### config.mk
export PLATFORM = sky130hd
export DESIGN_NAME = instr_sequencer_flat
export DESIGN_NICKNAME = d
export VERILOG_FILES = /design/src/rtl/instr_sequencer_if.sv /design/src/rtl/instr_sequencer.sv /design/src/flat_wrapper.sv
export SDC_FILE = /design/constraint.sdc
export NUM_CORES = 2
export LEC_CHECK = 0
export CORE_ASPECT_RATIO = 0.75
export CORE_MARGIN = 4
export CORE_UTILIZATION = 52
export CTS_CLUSTER_SIZE = 28
export DETAILED_ROUTE_END_ITERATION = 10
export DONT_BUFFER_PORTS = 1
export GPL_ROUTABILITY_DRIVEN = 0
export PLACE_DENSITY = 0.64
export SLEW_MARGIN = 20
export SYNTH_ARGS = -nofsm -noshare
export SYNTH_HDL_FRONTEND = slang
export SYNTH_MEMORY_MAX_BITS = 65536
export SYNTH_SLANG_ARGS = --single-unit
### constraint.sdc
create_clock -name clk -period 10.4 [get_ports clk]
set_clock_uncertainty 0.2 [all_clocks]
set_input_delay 2.08 -clock clk [delete_from_list [all_inputs] [get_ports clk]]
set_output_delay 2.08 -clock clk [all_outputs]
set_load 0.005 [all_outputs]
### src/rtl/instr_sequencer_if.sv
// Instruction stream handshake between the sequencer and its consumer.
interface instr_sequencer_if;
  logic [16:0] tdata;
  logic        tvalid;
  logic        tready;

  modport master (output tdata, output tvalid, input tready);
  modport slave  (input tdata, input tvalid, output tready);
endinterface

### src/rtl/instr_sequencer.sv
// Plays a CPU-loaded program out of a synchronous RAM as an instruction stream,
// looping over it a fixed number of passes with abort and halt reporting.
module instr_sequencer #(
  parameter int unsigned PROG_DEPTH = 256,
  parameter int unsigned AW         = 8
) (
  input  logic                     clk,
  input  logic                     rst,
  input  logic                     prog_wr_en,
  input  logic [AW-1:0]            prog_wr_addr,
  input  logic [16:0]              prog_wr_data,
  input  logic [AW:0]              prog_len,
  input  logic [15:0]              loop_count,
  input  logic                     start,
  input  logic                     abort,
  instr_sequencer_if.master        instr_axis,
  output logic                     halt,
  output logic                     busy,
  output logic [15:0]              pass_cnt,
  output logic                     wr_err
);

  localparam logic [AW:0] DepthLen = (AW+1)'(PROG_DEPTH);

  typedef enum logic [2:0] {StIdle, StPrime, StStream, StDrain, StDone} state_e;

  logic [16:0]   mem [PROG_DEPTH];
  logic [16:0]   mem_q;

  state_e        state_q;
  logic          start_q;
  logic [AW-1:0] last_q;
  logic [AW-1:0] rd_addr_q;
  logic [AW-1:0] beat_addr_q;
  logic [15:0]   fetch_rem_q;
  logic [15:0]   pass_rem_q;
  logic          fetch_done_q;
  logic          rd_pend_q;
  logic          skid_vld_q;
  logic [16:0]   skid_q;
  logic          tvalid_q;
  logic [16:0]   tdata_q;
  logic          halt_q;
  logic          busy_q;
  logic          wr_err_q;
  logic [15:0]   pass_cnt_q;

  logic [AW:0]   len_min;
  logic [15:0]   n_min;
  logic          pop;
  logic          final_beat;
  logic [1:0]    occ_net;
  logic          rd_en;

  always_comb begin
    len_min    = (prog_len > DepthLen) ? DepthLen : prog_len;
    n_min      = (loop_count == 16'd0) ? 16'd1 : loop_count;
    pop        = tvalid_q & instr_axis.tready;
    final_beat = pop & (beat_addr_q == last_q) & (pass_rem_q == 16'd1);
    // Entries that still need a slot (output + skid) after this edge; a new read
    // may only be issued if it is guaranteed a landing place next cycle.
    occ_net    = 2'(tvalid_q) + 2'(skid_vld_q) + 2'(rd_pend_q) - 2'(pop);
    rd_en      = ~abort & ((state_q == StPrime) |
                           ((state_q == StStream) & ~fetch_done_q & (occ_net < 2'd2)));
  end

  always_ff @(posedge clk) begin
    if (prog_wr_en && !busy_q) mem[prog_wr_addr] <= prog_wr_data;
    if (rd_en) mem_q <= mem[rd_addr_q];
  end

  always_ff @(posedge clk or posedge rst) begin
    if (rst) begin
      state_q      <= StIdle;
      start_q      <= 1'b0;
      last_q       <= '0;
      rd_addr_q    <= '0;
      beat_addr_q  <= '0;
      fetch_rem_q  <= '0;
      pass_rem_q   <= '0;
      fetch_done_q <= 1'b0;
      rd_pend_q    <= 1'b0;
      skid_vld_q   <= 1'b0;
      skid_q       <= '0;
      tvalid_q     <= 1'b0;
      tdata_q      <= '0;
      halt_q       <= 1'b0;
      busy_q       <= 1'b0;
      wr_err_q     <= 1'b0;
      pass_cnt_q   <= '0;
    end else begin
      start_q <= start;
      if (prog_wr_en && busy_q) wr_err_q <= 1'b1;

      if (rd_en) begin
        if (rd_addr_q == last_q) begin
          rd_addr_q   <= '0;
          fetch_rem_q <= fetch_rem_q - 16'd1;
          if (fetch_rem_q == 16'd1) fetch_done_q <= 1'b1;
        end else begin
          rd_addr_q <= rd_addr_q + AW'(1);
        end
      end

      if (pop) begin
        if (beat_addr_q == last_q) begin
          beat_addr_q <= '0;
          pass_rem_q  <= pass_rem_q - 16'd1;
          if (pass_cnt_q != 16'hFFFF) pass_cnt_q <= pass_cnt_q + 16'd1;
        end else begin
          beat_addr_q <= beat_addr_q + AW'(1);
        end
      end

      unique case (state_q)
        StIdle: begin
          if (start && !start_q) begin
            last_q       <= AW'(len_min - (AW+1)'(1));
            rd_addr_q    <= '0;
            beat_addr_q  <= '0;
            fetch_rem_q  <= n_min;
            pass_rem_q   <= n_min;
            fetch_done_q <= 1'b0;
            rd_pend_q    <= 1'b0;
            skid_vld_q   <= 1'b0;
            tvalid_q     <= 1'b0;
            pass_cnt_q   <= '0;
            wr_err_q     <= 1'b0;
            if (len_min == '0) begin
              halt_q  <= 1'b1;
              busy_q  <= 1'b0;
              state_q <= StDone;
            end else begin
              halt_q  <= 1'b0;
              busy_q  <= 1'b1;
              state_q <= StPrime;
            end
          end
        end
        StPrime, StStream: begin
          rd_pend_q <= rd_en;
          if (final_beat) begin
            rd_pend_q  <= 1'b0;
            skid_vld_q <= 1'b0;
            tvalid_q   <= 1'b0;
            halt_q     <= 1'b1;
            busy_q     <= 1'b0;
            state_q    <= StDone;
          end else if (abort) begin
            // Prefetched data is discarded; only a presented beat is honoured.
            rd_pend_q  <= 1'b0;
            skid_vld_q <= 1'b0;
            if (tvalid_q && !instr_axis.tready) begin
              state_q <= StDrain;
            end else begin
              tvalid_q <= 1'b0;
              halt_q   <= 1'b1;
              busy_q   <= 1'b0;
              state_q  <= StDone;
            end
          end else begin
            if (!tvalid_q || instr_axis.tready) begin
              if (skid_vld_q) begin
                tdata_q    <= skid_q;
                tvalid_q   <= 1'b1;
                skid_vld_q <= rd_pend_q;
                skid_q     <= mem_q;
              end else if (rd_pend_q) begin
                tdata_q  <= mem_q;
                tvalid_q <= 1'b1;
              end else begin
                tvalid_q <= 1'b0;
              end
            end else if (rd_pend_q) begin
              skid_q     <= mem_q;
              skid_vld_q <= 1'b1;
            end
            state_q <= StStream;
          end
        end
        StDrain: begin
          if (instr_axis.tready) begin
            tvalid_q <= 1'b0;
            halt_q   <= 1'b1;
            busy_q   <= 1'b0;
            state_q  <= StDone;
          end
        end
        StDone: begin
          if (!start) state_q <= StIdle;
        end
        default: state_q <= StIdle;
      endcase
    end
  end

  assign instr_axis.tdata  = tdata_q;
  assign instr_axis.tvalid = tvalid_q;
  assign halt              = halt_q;
  assign busy              = busy_q;
  assign pass_cnt          = pass_cnt_q;
  assign wr_err            = wr_err_q;

endmodule

### src/flat_wrapper.sv
// flat-port wrapper written by rule: the top's interface ports become plain ports
module instr_sequencer_flat 
#(
  parameter int unsigned PROG_DEPTH = 256,
  parameter int unsigned AW         = 8
)
  (clk, rst, prog_wr_en, prog_wr_addr, prog_wr_data, prog_len, loop_count, start, abort, halt, busy, pass_cnt, wr_err, instr_axis_tdata, instr_axis_tvalid, instr_axis_tready);
  instr_sequencer_if instr_axis_i ();
  input  logic clk;
  input  logic rst;
  input  logic prog_wr_en;
  input  logic [AW-1:0] prog_wr_addr;
  input  logic [16:0] prog_wr_data;
  input  logic [AW:0] prog_len;
  input  logic [15:0] loop_count;
  input  logic start;
  input  logic abort;
  output logic halt;
  output logic busy;
  output logic [15:0] pass_cnt;
  output logic wr_err;
  output wire logic [$bits(instr_axis_i.tdata)-1:0] instr_axis_tdata;
  output wire logic [$bits(instr_axis_i.tvalid)-1:0] instr_axis_tvalid;
  input wire logic [$bits(instr_axis_i.tready)-1:0] instr_axis_tready;
  assign instr_axis_tdata = instr_axis_i.tdata;
  assign instr_axis_tvalid = instr_axis_i.tvalid;
  assign instr_axis_i.tready = instr_axis_tready;
  instr_sequencer #(.PROG_DEPTH(PROG_DEPTH), .AW(AW)) u_core (.clk(clk), .rst(rst), .prog_wr_en(prog_wr_en), .prog_wr_addr(prog_wr_addr), .prog_wr_data(prog_wr_data), .prog_len(prog_len), .loop_count(loop_count), .start(start), .abort(abort), .instr_axis(instr_axis_i), .halt(halt), .busy(busy), .pass_cnt(pass_cnt), .wr_err(wr_err));
endmodule
# Word level (Yosys, flattened, before mapping)
# Memories as Yosys holds them, arrays and structs flattened. A register that Yosys moved wholly into a read port is not among the register bits.
# Cells that the tools add are included.
[totals] reg_bits=117 ram_bits=4352 inputBits=56 wordCells=157 memories=1
[memory_table] name="u_core.mem" words=256 width=17 read_ports=1 rd_clocked_by_memory_dff=1 write_ports=1 line="instr_sequencer.sv:27" text="logic [16:0] mem [PROG_DEPTH];"
[op_classes] addsub=9 order_cmp=2 eq_ne=18 n_mux=75 bitwise=10 n_reduce_logical=25
[ops] cell="$mux W16" count=14
[ops] cell="$mux W17" count=4
[ops] cell="$mux W8" count=8
[ops] cell="$mux W1" count=35
[ops] cell="$eq A16 B1 Y1 const B" count=2
[ops] cell="$sub A16 B1 Y16 const B" count=2
[ops] cell="$mux W3" count=7
[ops] cell="$reduce_and A5 Y1" count=4
[ops] cell="$add A16 B1 Y16 const B" count=1
[ops] cell="$add A8 B1 Y8 const B" count=2
[ops] cell="$eq A8 B8 Y1" count=2
[ops] cell="$logic_not A16 Y1" count=1
[ops] cell="$ne A16 B16 Y1 const B" count=1
[ops] cell="$pmux W3 S4" count=1
[ops] cell="$gt A9 B9 Y1 const B" count=1
[ops] cell="$logic_not A9 Y1" count=1
[ops] cell="$mux W9" count=1
[ops] cell="$pmux W1 S3" count=3
[ops] cell="$sub A8 B1 Y8 const B" count=1
[ops] cell="$and A1 B1 Y1" count=6
[ops] cell="$eq A3 B2 Y1 const B" count=2
[ops] cell="$ne A3 B2 Y1 const B" count=2
[ops] cell="$reduce_and A3 Y1" count=2
[ops] cell="$reduce_bool A2 Y1" count=3
[ops] cell="21 further kinds" count=33

# Logic depth before layout (Yosys ltp)
[logic_depth] word_depth=10 ltp_mapped=13 depth_no_buf=13

# Worst setup path after synthesis
# OpenSTA, ideal clock, no wires.
[synth_path] path_kind="input -> register" start="input port instr_axis_tready" end="register u_core.fetch_rem_q[14]" setup_time_ns=0.070 arrival_time_ns=4.798 t_required_ns=10.130 slack_ns=5.332 path_stages=13 path_buffers=1 path_cell_list="nand2_1 inv_1 ha_1 inv_1 ha_1 a21oi_1 xnor2_1 o31ai_2 nand3_2 or4b_1 buf_2 or4b_2 nand3_1"
[synth_between] elab_chain_len=9
[synth_rtl] element="from (decl)" line="flat_wrapper.sv:24" text="input wire logic [$bits(instr_axis_i.tready)-1:0] instr_axis_tready;"
[synth_rtl] element="$and A1 B1 Y1 *" line="instr_sequencer.sv:58" text="pop = tvalid_q & instr_axis.tready;"
[synth_rtl] element="$sub A2 B1 Y2 *" line="instr_sequencer.sv:62" text="occ_net = 2'(tvalid_q) + 2'(skid_vld_q) + 2'(rd_pend_q) - 2'(pop);"
[synth_rtl] element="$lt A2 B2 Y1 *" line="instr_sequencer.sv:64" text="((state_q == StStream) & ~fetch_done_q & (occ_net < 2'd2)));"
[synth_rtl] element="$and A1 B1 Y1 *" line="instr_sequencer.sv:64"
[synth_rtl] element="$or A1 B1 Y1 *" line="instr_sequencer.sv:63" text="rd_en = ~abort & ((state_q == StPrime) |"
[synth_rtl] element="$and A1 B1 Y1 *" line="instr_sequencer.sv:63"
[synth_rtl] element="$mux W16 *" line="instr_sequencer.sv:95" text="if (rd_en) begin"
[synth_rtl] element="$mux W16" line="instr_sequencer.sv:117" text="if (start && !start_q) begin"
[synth_rtl] element="$mux W16 *" line="instr_sequencer.sv:115" text="unique case (state_q)"
[synth_rtl] element="to (signal assigned)" line="instr_sequencer.sv:98" text="fetch_rem_q <= fetch_rem_q - 16'd1;"
[synth_rtl] element="to (signal assigned)" line="instr_sequencer.sv:121" text="fetch_rem_q <= n_min;"
[synth_rtl] element="to (decl)" line="instr_sequencer.sv:35" text="logic [15:0] fetch_rem_q;"
# Mark *: on every way between the ends. The rest lies on a longest branch, timed or not.
# A chain may end at the register's enable or synchronous reset.

==> flow_metrics.tcl <==
set metrics [dict create \
    status "finished with violations" \
    violations "slew limit" \
    powerDensity_nw_per_um2 227 \
    max_freq_mhz 175 \
    setup_viol 0 \
    syn_inst 8502 \
    clock_power_share 0.342 \
    clkTransAtPathRegs_ps 60 \
    grtUsageMet3 0.0904 \
    syn_avg_cell_area_um2 20.5 \
    period_needed_ps 5720 \
    fin_crit_sh 0.550 \
    drt-initial-drc-count 14700 \
    gr-usage-met2 0.377 \
    final_nets 8847 \
    grt_max_degree 257 \
    holdWs_ps 309 \
    netlist-cell-type-count 74 \
    total_power_mw 44.2 \
    initial_utilization 0.524 \
    synthToLayoutAreaGrowth_pct 11.7 \
    vias_per_cell 6.64 \
    intPower_mw 32.3 \
    wl_um 480000 \
    seq_power_share 0.459 \
    p_switching_mw 11.9 \
    crit_arrival_ps 6280 \
    drive_above_1_share 0.220 \
    hp-class "reg2reg" \
    fin_area_um2 194000 \
    critPathRequiredTime_ps 10950 \
    seq_area_frac_synth 0.771 \
    cts_setup_buffers 0 \
    hold_buffers 0 \
    ir_drop_mv 0.213 \
    grt.busiest_layer "met1" \
    grt_pass1_vias 86500 \
    drc_errors 0 \
    grt_usage 0.277 \
    switching_share 0.269 \
    cts_tree "built" \
    ctsResizeCount 0 \
    cp_cell_sequence "buf_12, buf_12, mux2i_1, o22ai_1, nor3_1, nor4_1, nand4_1, or4_1, nor3_1" \
    mostFrequentLayoutCell "edfxtp_1" \
    cp-start-kind "flip-flop" \
    slowest_delay_ps 970 \
    cp_slowest_cell "nor4_1" \
    finalHoldViolCount 0 \
    ios 93 \
    layout_common_cells "4,369 x edfxtp_1, 876 x mux4_2, 614 x mux2i_1" \
    die_h_um 509 \
    antenna_found_initial 23 \
    yosysWarnings 0 \
    placement.cell_area_um2 181000 \
    drv_slew 154 \
    std_cell_rows 183 \
    cts_buffer_depth 4 \
    worstSkewPairLatency_ps 940 \
    fin_util 0.585 \
    rsz0062_at_grt "no" \
    core_area_um2 332000 \
    die_w_um 676 \
    h-tree-depth 5 \
    ys_ff_latch 4486 \
    cts_buffers 421 \
    cts.sinks 4486 \
    drt_pass1_iterations 6 \
    p_leak_nw 60.7 \
    postSynthNetCount 8569 \
    rr_worst_depth 9 \
    wire_per_inst_um 35.3 \
    use_met1 0.432 \
    postRouteAntennaNets 0 \
    synth_edf_count 4369 \
    setup_tns_ps 0 \
    path_max_fanout 85 \
    ys.flop_type "edfxtp_1" \
    endpoint_kind "flip-flop" \
    dpl.hpwl_um 282000 \
    tightest_slew_ps 1690 \
    root_buffer "clkbuf_16" \
    synth_area_um2 174000 \
    async_reset_ff_frac 0.0261 \
    criticalPathCategory "reg2reg" \
    maxSlewHeadroom -0.128 \
    maxCapViolations 0 \
    overflow 0 \
    io_buffer_count 0 \
    grt_pass1_wl_um 671000 \
    vias 90400 \
    dieArea_um2 344000 \
    worstHoldPathCells 1 \
    pwr-share-comb 0.198 \
]
sequential cells by signal (all words and copies together), names as in the netlist, 8 cells and up:
signal,flops
u_core.beat_addr_q,8
u_core.fetch_rem_q,16
u_core.instr_axis.tdata,17
u_core.last_q,8
u_core.mem,4352
u_core.mem_q,17
u_core.pass_cnt,16
u_core.pass_rem_q,16
u_core.rd_addr_q,8
u_core.skid_q,17
kinds of logic after synthesis:
family	Yosys count	share of synthesized area
compound gates	813	0.0314
xor+xnor	64	0.00322
fa+ha+maj	11	0.000791
buf+inv	511	0.0137
flops	4486	0.771
mux	1518	0.151
simple gates	1099	0.0293
through the flow:
stage / instances / worst slack (ps)
detailed placement: 12800 / 4830
global route: 13600 / 4560
finish: 13600 / 4680
CTS: 13600 / 4920
floorplan: 8502 / 5020
global placement: 12800 / 4570
cell type report:
cell class	count	area, µm²
clock buffers	537	11400
well taps	4440	5560
diodes	44	110
clock inverters	225	1970
fillers	23700	138000
multi-input cells	3505	38100
inverters	17	83.8
flip-flops and latches	4486	134000
repair buffers	349	2880
worst paths after layout:
kind / start / to / slack (ps)
setup / recovery: u_core.rd_addr_q[0] / u_core.mem_q[12] / 4680
hold / removal: u_core.skid_q[2] / u_core.skid_q[2] / 310
setup reg to reg: u_core.rd_addr_q[0] / u_core.mem_q[12] / 4680
hold reg to reg: u_core.skid_q[2] / u_core.skid_q[2] / 310
max in group asynchronous: rst / u_core.rd_addr_q[3] / 7640
min in group asynchronous: rst / u_core.fetch_rem_q[11] / 920
worst max-delay path: cells and delay by family (launching register included):
family / cells / cell delay (ps)
simple gates: 5 / 2490
flops: 1 / 920
buf+inv: 2 / 1090
compound gates: 1 / 420
mux: 1 / 190
synthesized netlist by cell type (11+ instances only):
cell type  count  area [µm²]
a22oi_1       30         225
clkbuf_1     271        1020
xnor2_1       34         298
a22o_1        34         298
mux4_2       876       19700
mux2i_1      614        6150
nor2_1       379        1420
buf_1         46         173
a31oi_1       12        75.1
o221ai_1     105         920
nand2b_1      11        68.8
nor3_1       223        1120
edfxtp_1    4369      131000
a21oi_1      150         751
xor2_1        30         263
a221oi_1      47         412
mux2_2        28         315
ha_1          11         138
o21ai_0      100         500
nand2_1      234         878
inv_1         14        52.6
nand4_1       32         200
or4_1         23         173
nor4_1        27         169
a32oi_1       15         131
a2111oi_0     15         131
buf_4         72         541
a211oi_1      31         233
nand3_1       75         375
o22ai_1      238        1490
nor2b_1       29         181
buf_2         95         475
dfrtp_1      117        2930
power by group through the flow:
| stage | sequential (mW) | clock, mW | combinational (mW) |
|---|---|---|---|
| floorplan | 20.5 | 0 | 6.14 |
| detailed placement | 20.7 | 0 | 8.67 |
| global route | 20.3 | 16.1 | 9.20 |
| CTS | 20.3 | 15.3 | 8.71 |
| global placement | 20.7 | 0 | 8.61 |
| finish | 20.3 | 15.1 | 8.75 |
routing by layer:
metal | up-vias | wire length, µm
li1 | 36000 | -
met1 | 47800 | 198000
met2 | 5810 | 202000
met3 | 752 | 65900
met4 | 12 | 13800
met5 | - | 74
No activity file was read; power rests on OpenSTA's default activity.
